## src/rtl/spi_slave_responder.sv

```systemverilog
// rtl/spi_slave_responder.sv - SPI mode-3 slave with RX/TX byte FIFOs and sticky status
module spi_slave_responder #(
    parameter int         RX_DEPTH  = 16,
    parameter int         TX_DEPTH  = 16,
    parameter logic [7:0] FILL_BYTE = 8'hFF
) (
    input  logic       clk,
    input  logic       reset,
    input  logic       spi_clk,
    input  logic       spi_csn,
    input  logic       spi_mosi,
    output logic       spi_miso,
    output logic       spi_miso_oe,
    output logic [7:0] rx_data,
    output logic       rx_valid,
    input  logic       rx_ready,
    input  logic [7:0] tx_data,
    input  logic       tx_valid,
    output logic       tx_ready,
    output logic       cs_active,
    output logic [7:0] byte_count,
    output logic       rx_overrun,
    output logic       tx_underrun,
    input  logic       status_clr
);

    localparam int RX_AW = $clog2(RX_DEPTH);
    localparam int TX_AW = $clog2(TX_DEPTH);

    typedef enum logic [1:0] {IDLE, ACTIVE, WAIT_DESEL} state_t;

    state_t state, state_next;

    logic sclk_s1, sclk_s2, sclk_s3;
    logic csn_s1, csn_s2, csn_s3;
    logic mosi_s1, mosi_s2;

    logic sclk_fall, sclk_rise, csn_fall, csn_rise;
    logic start, bit_fall, bit_rise;
    logic tx_load, tx_pop, underrun_set, rx_push;

    logic [2:0] bit_cnt;
    logic [7:0] tx_shift;
    logic [6:0] rx_shift;
    logic [7:0] rx_byte;

    logic [7:0]       rx_mem [RX_DEPTH];
    logic [RX_AW-1:0] rx_wr_ptr, rx_rd_ptr;
    logic [RX_AW:0]   rx_count;
    logic             rx_full, rx_empty, rx_pop, rx_wr, overrun_set;

    logic [7:0]       tx_mem [TX_DEPTH];
    logic [TX_AW-1:0] tx_wr_ptr, tx_rd_ptr;
    logic [TX_AW:0]   tx_count;
    logic             tx_full, tx_empty, tx_wr;

    // Pin synchronizers; left unreset so they always track the real pin levels
    always_ff @(posedge clk) begin
        sclk_s1 <= spi_clk;
        sclk_s2 <= sclk_s1;
        sclk_s3 <= sclk_s2;
        csn_s1  <= spi_csn;
        csn_s2  <= csn_s1;
        csn_s3  <= csn_s2;
        mosi_s1 <= spi_mosi;
        mosi_s2 <= mosi_s1;
    end

    assign sclk_fall = sclk_s3 & ~sclk_s2;
    assign sclk_rise = ~sclk_s3 & sclk_s2;
    assign csn_fall  = csn_s3 & ~csn_s2;
    assign csn_rise  = ~csn_s3 & csn_s2;

    // State register
    always_ff @(posedge clk) begin
        if (reset) state <= WAIT_DESEL;
        else       state <= state_next;
    end

    // Next-state and per-cycle bit strobes; deselect beats any same-cycle sclk edge
    always_comb begin
        state_next = state;
        start      = 1'b0;
        bit_fall   = 1'b0;
        bit_rise   = 1'b0;
        case (state)
            IDLE: begin
                if (csn_fall) begin
                    state_next = ACTIVE;
                    start      = 1'b1;
                end
            end
            ACTIVE: begin
                if (csn_rise) begin
                    state_next = IDLE;
                end else begin
                    bit_fall = sclk_fall;
                    bit_rise = sclk_rise;
                end
            end
            WAIT_DESEL: begin
                if (csn_s2) state_next = IDLE;
            end
            default: state_next = WAIT_DESEL;
        endcase
    end

    assign tx_load      = bit_fall && (bit_cnt == 3'd0);
    assign tx_pop       = tx_load && !tx_empty;
    assign underrun_set = tx_load && tx_empty;
    assign rx_push      = bit_rise && (bit_cnt == 3'd7);
    assign rx_byte      = {rx_shift, mosi_s2};

    // Bit/byte counters and the two shift registers
    always_ff @(posedge clk) begin
        if (reset) begin
            bit_cnt    <= 3'd0;
            byte_count <= 8'd0;
            tx_shift   <= 8'd0;
            rx_shift   <= 7'd0;
        end else if (start) begin
            bit_cnt    <= 3'd0;
            byte_count <= 8'd0;
        end else begin
            if (tx_load)
                tx_shift <= tx_empty ? FILL_BYTE : tx_mem[tx_rd_ptr];
            else if (bit_fall)
                tx_shift <= {tx_shift[6:0], 1'b0};
            if (bit_rise) begin
                rx_shift <= {rx_shift[5:0], mosi_s2};
                bit_cnt  <= bit_cnt + 3'd1;
            end
            if (rx_push && byte_count != 8'hFF)
                byte_count <= byte_count + 8'd1;
        end
    end

    assign rx_full     = (rx_count == (RX_AW+1)'(RX_DEPTH));
    assign rx_empty    = (rx_count == '0);
    assign rx_valid    = !rx_empty;
    assign rx_data     = rx_mem[rx_rd_ptr];
    assign rx_pop      = rx_valid && rx_ready;
    assign rx_wr       = rx_push && (!rx_full || rx_pop);
    assign overrun_set = rx_push && rx_full && !rx_pop;

    // RX FIFO storage
    always_ff @(posedge clk) begin
        if (rx_wr) rx_mem[rx_wr_ptr] <= rx_byte;
    end

    // RX FIFO pointers and occupancy
    always_ff @(posedge clk) begin
        if (reset) begin
            rx_wr_ptr <= '0;
            rx_rd_ptr <= '0;
            rx_count  <= '0;
        end else begin
            if (rx_wr)  rx_wr_ptr <= rx_wr_ptr + 1'b1;
            if (rx_pop) rx_rd_ptr <= rx_rd_ptr + 1'b1;
            if (rx_wr && !rx_pop)      rx_count <= rx_count + 1'b1;
            else if (!rx_wr && rx_pop) rx_count <= rx_count - 1'b1;
        end
    end

    assign tx_full  = (tx_count == (TX_AW+1)'(TX_DEPTH));
    assign tx_empty = (tx_count == '0);
    assign tx_ready = !tx_full;
    assign tx_wr    = tx_valid && tx_ready;

    // TX FIFO storage
    always_ff @(posedge clk) begin
        if (tx_wr) tx_mem[tx_wr_ptr] <= tx_data;
    end

    // TX FIFO pointers and occupancy
    always_ff @(posedge clk) begin
        if (reset) begin
            tx_wr_ptr <= '0;
            tx_rd_ptr <= '0;
            tx_count  <= '0;
        end else begin
            if (tx_wr)  tx_wr_ptr <= tx_wr_ptr + 1'b1;
            if (tx_pop) tx_rd_ptr <= tx_rd_ptr + 1'b1;
            if (tx_wr && !tx_pop)      tx_count <= tx_count + 1'b1;
            else if (!tx_wr && tx_pop) tx_count <= tx_count - 1'b1;
        end
    end

    // Sticky error flags; a new event outranks a clear in the same cycle
    always_ff @(posedge clk) begin
        if (reset) begin
            rx_overrun  <= 1'b0;
            tx_underrun <= 1'b0;
        end else begin
            if (overrun_set)     rx_overrun <= 1'b1;
            else if (status_clr) rx_overrun <= 1'b0;
            if (underrun_set)    tx_underrun <= 1'b1;
            else if (status_clr) tx_underrun <= 1'b0;
        end
    end

    assign cs_active   = (state == ACTIVE);
    assign spi_miso_oe = cs_active;
    assign spi_miso    = cs_active ? tx_shift[7] : 1'b1;

endmodule

```

## config.mk

```make
export PLATFORM = sky130hd
export DESIGN_NAME = spi_slave_responder
export DESIGN_NICKNAME = d
export VERILOG_FILES = /design/src/rtl/spi_slave_responder.sv
export SDC_FILE = /design/constraint.sdc
export NUM_CORES = 1
export LEC_CHECK = 0
export ABC_CLOCK_PERIOD_IN_PS = 2900
export BUFFER_PORTS_ARGS = -buffer_cell sky130_fd_sc_hd__buf_2
export CAP_MARGIN = 40
export CORE_MARGIN = 10
export CORE_UTILIZATION = 30
export DETAILED_ROUTE_END_ITERATION = 7
export PLACE_DENSITY = 0.58
export SLEW_MARGIN = 40
export SYNTH_ARGS = -nofsm -noshare
export SYNTH_HDL_FRONTEND = slang
export SYNTH_SLANG_ARGS = --single-unit
```

## constraint.sdc

```tcl
create_clock -name clk -period 2.9 [get_ports clk]
set_clock_uncertainty 0.2 [all_clocks]
set_input_delay 0.58 -clock clk [delete_from_list [all_inputs] [get_ports clk]]
set_output_delay 0.58 -clock clk [all_outputs]
set_load 0.01 [all_outputs]
```

==> metrics.txt <==
status=finished, violations left; failing checks=setup timing; GR Util All Layers=9.74%; pre-CTS WS=-0.0419 ns; fmax=approximately 320 MHz; Core Region=roughly 43000 sq um; final count of pins violating max slew=0; crit end category=output port; Port Buffers=38; hpwl dp=between 15000 and 20000 um; startpoint types=register; met2 routed WL=between 10000 and 15000 um; post-synthesis instance total=roughly 750; Ys Warns=0; Seq/Total Area, Yosys=69.6%; Main synth FF type=edfxtp_1; Finish-stage setup viols=9; vias post-DR=about 6600; clk sinks=about 330; slew margin rel.=slightly below 60%; most frequent CP cell=mux4_2; drt pass-1 iters=4; CTS max path bufs=3; CP required=2.12 ns; total gr overflow=0; Max Cap Viol=0; slowest stage delay, CP=0.52 ns; Mapped Area=between 10000 and 15000 sq um; DR WL/cell=about 17 um; leakage power=roughly 5.2 nW; initial antenna violation count=2; via/cell ratio=about 4.5; post-synthesis cell type count=47; die width=229 um; #FFs+latches synth=about 330; CP Class=register to output port; commonest non-fill, non-tap cell in the layout=edfxtp_1; worst setup margin=-0.205 ns; CTS Root Cell=clkbuf_16; Worst Tran Pin Value=roughly 0.6 ns; cell row count=76; met3 wire len=between 1000 and 1500 um; RSZ-0062 raised after global routing=yes; Post-Route WL=25600 um; Met1 Routed Length=11500 um; setup total negative slack=-1.57 ns; synthesis-to-finish area growth=20.7%; Tmin final=3.11 ns; largest net degree at the start of global routing=34; commonest non-fill, non-tap cells in the layout=edfxtp_1 (256), nor2_1 (76), buf_4 (65); post-placement cell count=about 1400; starting DRC count in detailed routing=462; ys async rst share=0%; r2r setup slk=-0.01 ns; first-pass GRT wire length=around 40000 um; data arrival time of the worst path=2.33 ns; Skew-Pair Late Insertion Delay=roughly 0.54 ns; Final #Nets=901; Fill cells=4078; top layer in use=met5; critical-path cell list=buf_12, mux4_2, mux4_2, buf_6; Crit Path Max Fanout=12; n_diodes=0; VDD IR max=approximately 0.50 mV; Placed Instance Area=14400 sq um; fin cells=1474; fraction of layout cells with a size suffix above 1=between 20 and 30%; syn_nets=between 700 and 800; Die Area=roughly 53000 sq um; Final GP Congestion=0.740; syn_area_per_cell=~18 sq um; hold crit path type=register to register; EDFF count, synth=around 260; vias in the first global route=6888; H-tree lvl count=2; I/O pin count=39; Die H=229 um; fin crit share=107%; pwr/cell area=732 nW/um^2; Final Hold Fails=0; ANT nets after route=0; Worst-path clk slew=around 0.06 ns; critical path's slowest cell=mux4_2; CTS tree=done; Design Area, Final=between 15000 and 20000 sq um; drt drc=0; effective utilization at floorplan=between 30 and 40%; CTS buffer count=37
==> Yosys cell counts (2+ instances only) <==
library cell,n,share of area (%)
edfxtp_1,256,59
buf_2,10,0.38
a221oi_2,7,0.80
o21ai_0,13,0.50
buf_12,2,0.31
mux2i_1,14,1.1
buf_6,5,0.43
nand2b_1,11,0.52
nor3_1,11,0.42
dfxtp_1,72,11
clkbuf_1,13,0.37
mux4_2,61,10
xnor2_1,15,1.0
nor4b_1,4,0.27
nor2b_1,6,0.29
xor2_1,9,0.60
buf_4,5,0.29
mux2_2,3,0.26
and2_1,2,0.095
mux4_1,17,3.4
o21a_1,2,0.11
nand4_1,2,0.095
a21o_1,3,0.17
buf_1,3,0.086
or3_1,3,0.14
ha_1,23,2.2
nand2_1,30,0.86
inv_1,14,0.40
clkinv_1,7,0.20
and3_1,4,0.19
a21oi_1,19,0.72
nand3_1,7,0.27
fa_1,2,0.31
and4_1,2,0.13
nor4_1,3,0.14
nor2_1,76,2.2
==> critical path: cells and delay by family (launching register included) <==
kind / cells / cell delay (ns)
DFF: 1 / 0.42
buffers and inverters: 2 / 0.33
muxes: 2 / 1.04
==> worst paths after layout <==
check,cells after the start,from,endpoint
setup / recovery,4,register,rx_data[6]
hold / removal,0,mosi_s1,mosi_s2
setup reg to reg,11,rx_count[3],rx_count[4]
hold reg to reg,0,mosi_s1,mosi_s2
==> metal layers <==
| layer | global-route usage [%] | vias up |
|---|---|---|
| li1 | - | 3133 |
| met1 | 12.5 | 3347 |
| met2 | 15.7 | 104 |
| met3 | 2.41 | 35 |
| met4 | 3.50 | 2 |
| met5 | 0 | - |
==> what timing repair did <==
item                       4_1_cts  5_1_grt
hold endpoints to repair         3        0
setup endpoints to repair        9       11
cloned                           1        0
pin swaps                        3        9
setup buffers                    1        6
resized for setup               11       20
hold buffers                     3        0
==> through the flow <==
step	total power, mW	hold slack (ns)	util, %
2_1_floorplan	6.35	0.110	-
3_3_place_gp	6.85	0.118	33.3
3_5_place_dp	6.87	0.126	33.3
4_1_cts	11.7	0.139	36.4
5_1_grt	12.1	0.154	36.7
6_report	11.6	0.135	36.7
==> sequential cells by signal (all words and copies together) (netlist names), 5 cells and up, named ones only <==
signal      count
tx_shift        8
rx_count        5
tx_count        5
byte_count      8
tx_mem        128
rx_shift        7
rx_mem        128
==> cell type report <==
cell class	instances	area, sq um	area share (%)
Inverter	21	86.3	0.545
Clock inverter	23	256	1.62
Tap cell	585	732	4.62
Multi-Input combinational cell	360	3790	24.0
Clock buffer	45	956	6.04
Sequential cell	328	9150	57.8
Timing Repair Buffer	112	861	5.44
==> report_power, final <==
| group | internal [mW] | switching [mW] |
|---|---|---|
| Combinational | 0.910 | 0.745 |
| Clock | 2.81 | 1.85 |
| Sequential | 5.17 | 0.110 |
==> cell families (layout without fill, tap and decap cells) <==
family                   count (synthesis)  count (layout)  share of synthesized area (%)
flip-flops                             328             328                           69.6
AND/OR/NAND/NOR                        167             167                           6.05
multiplexers                            95              95                           15.2
buffers and inverters                   59             201                           2.46
AO/OA/AOI/OAI                           49              49                           2.62
adder cells (fa/ha/maj)                 25              25                           2.50
XOR/XNOR                                24              24                           1.60
Power figures use the tool's default switching activity.
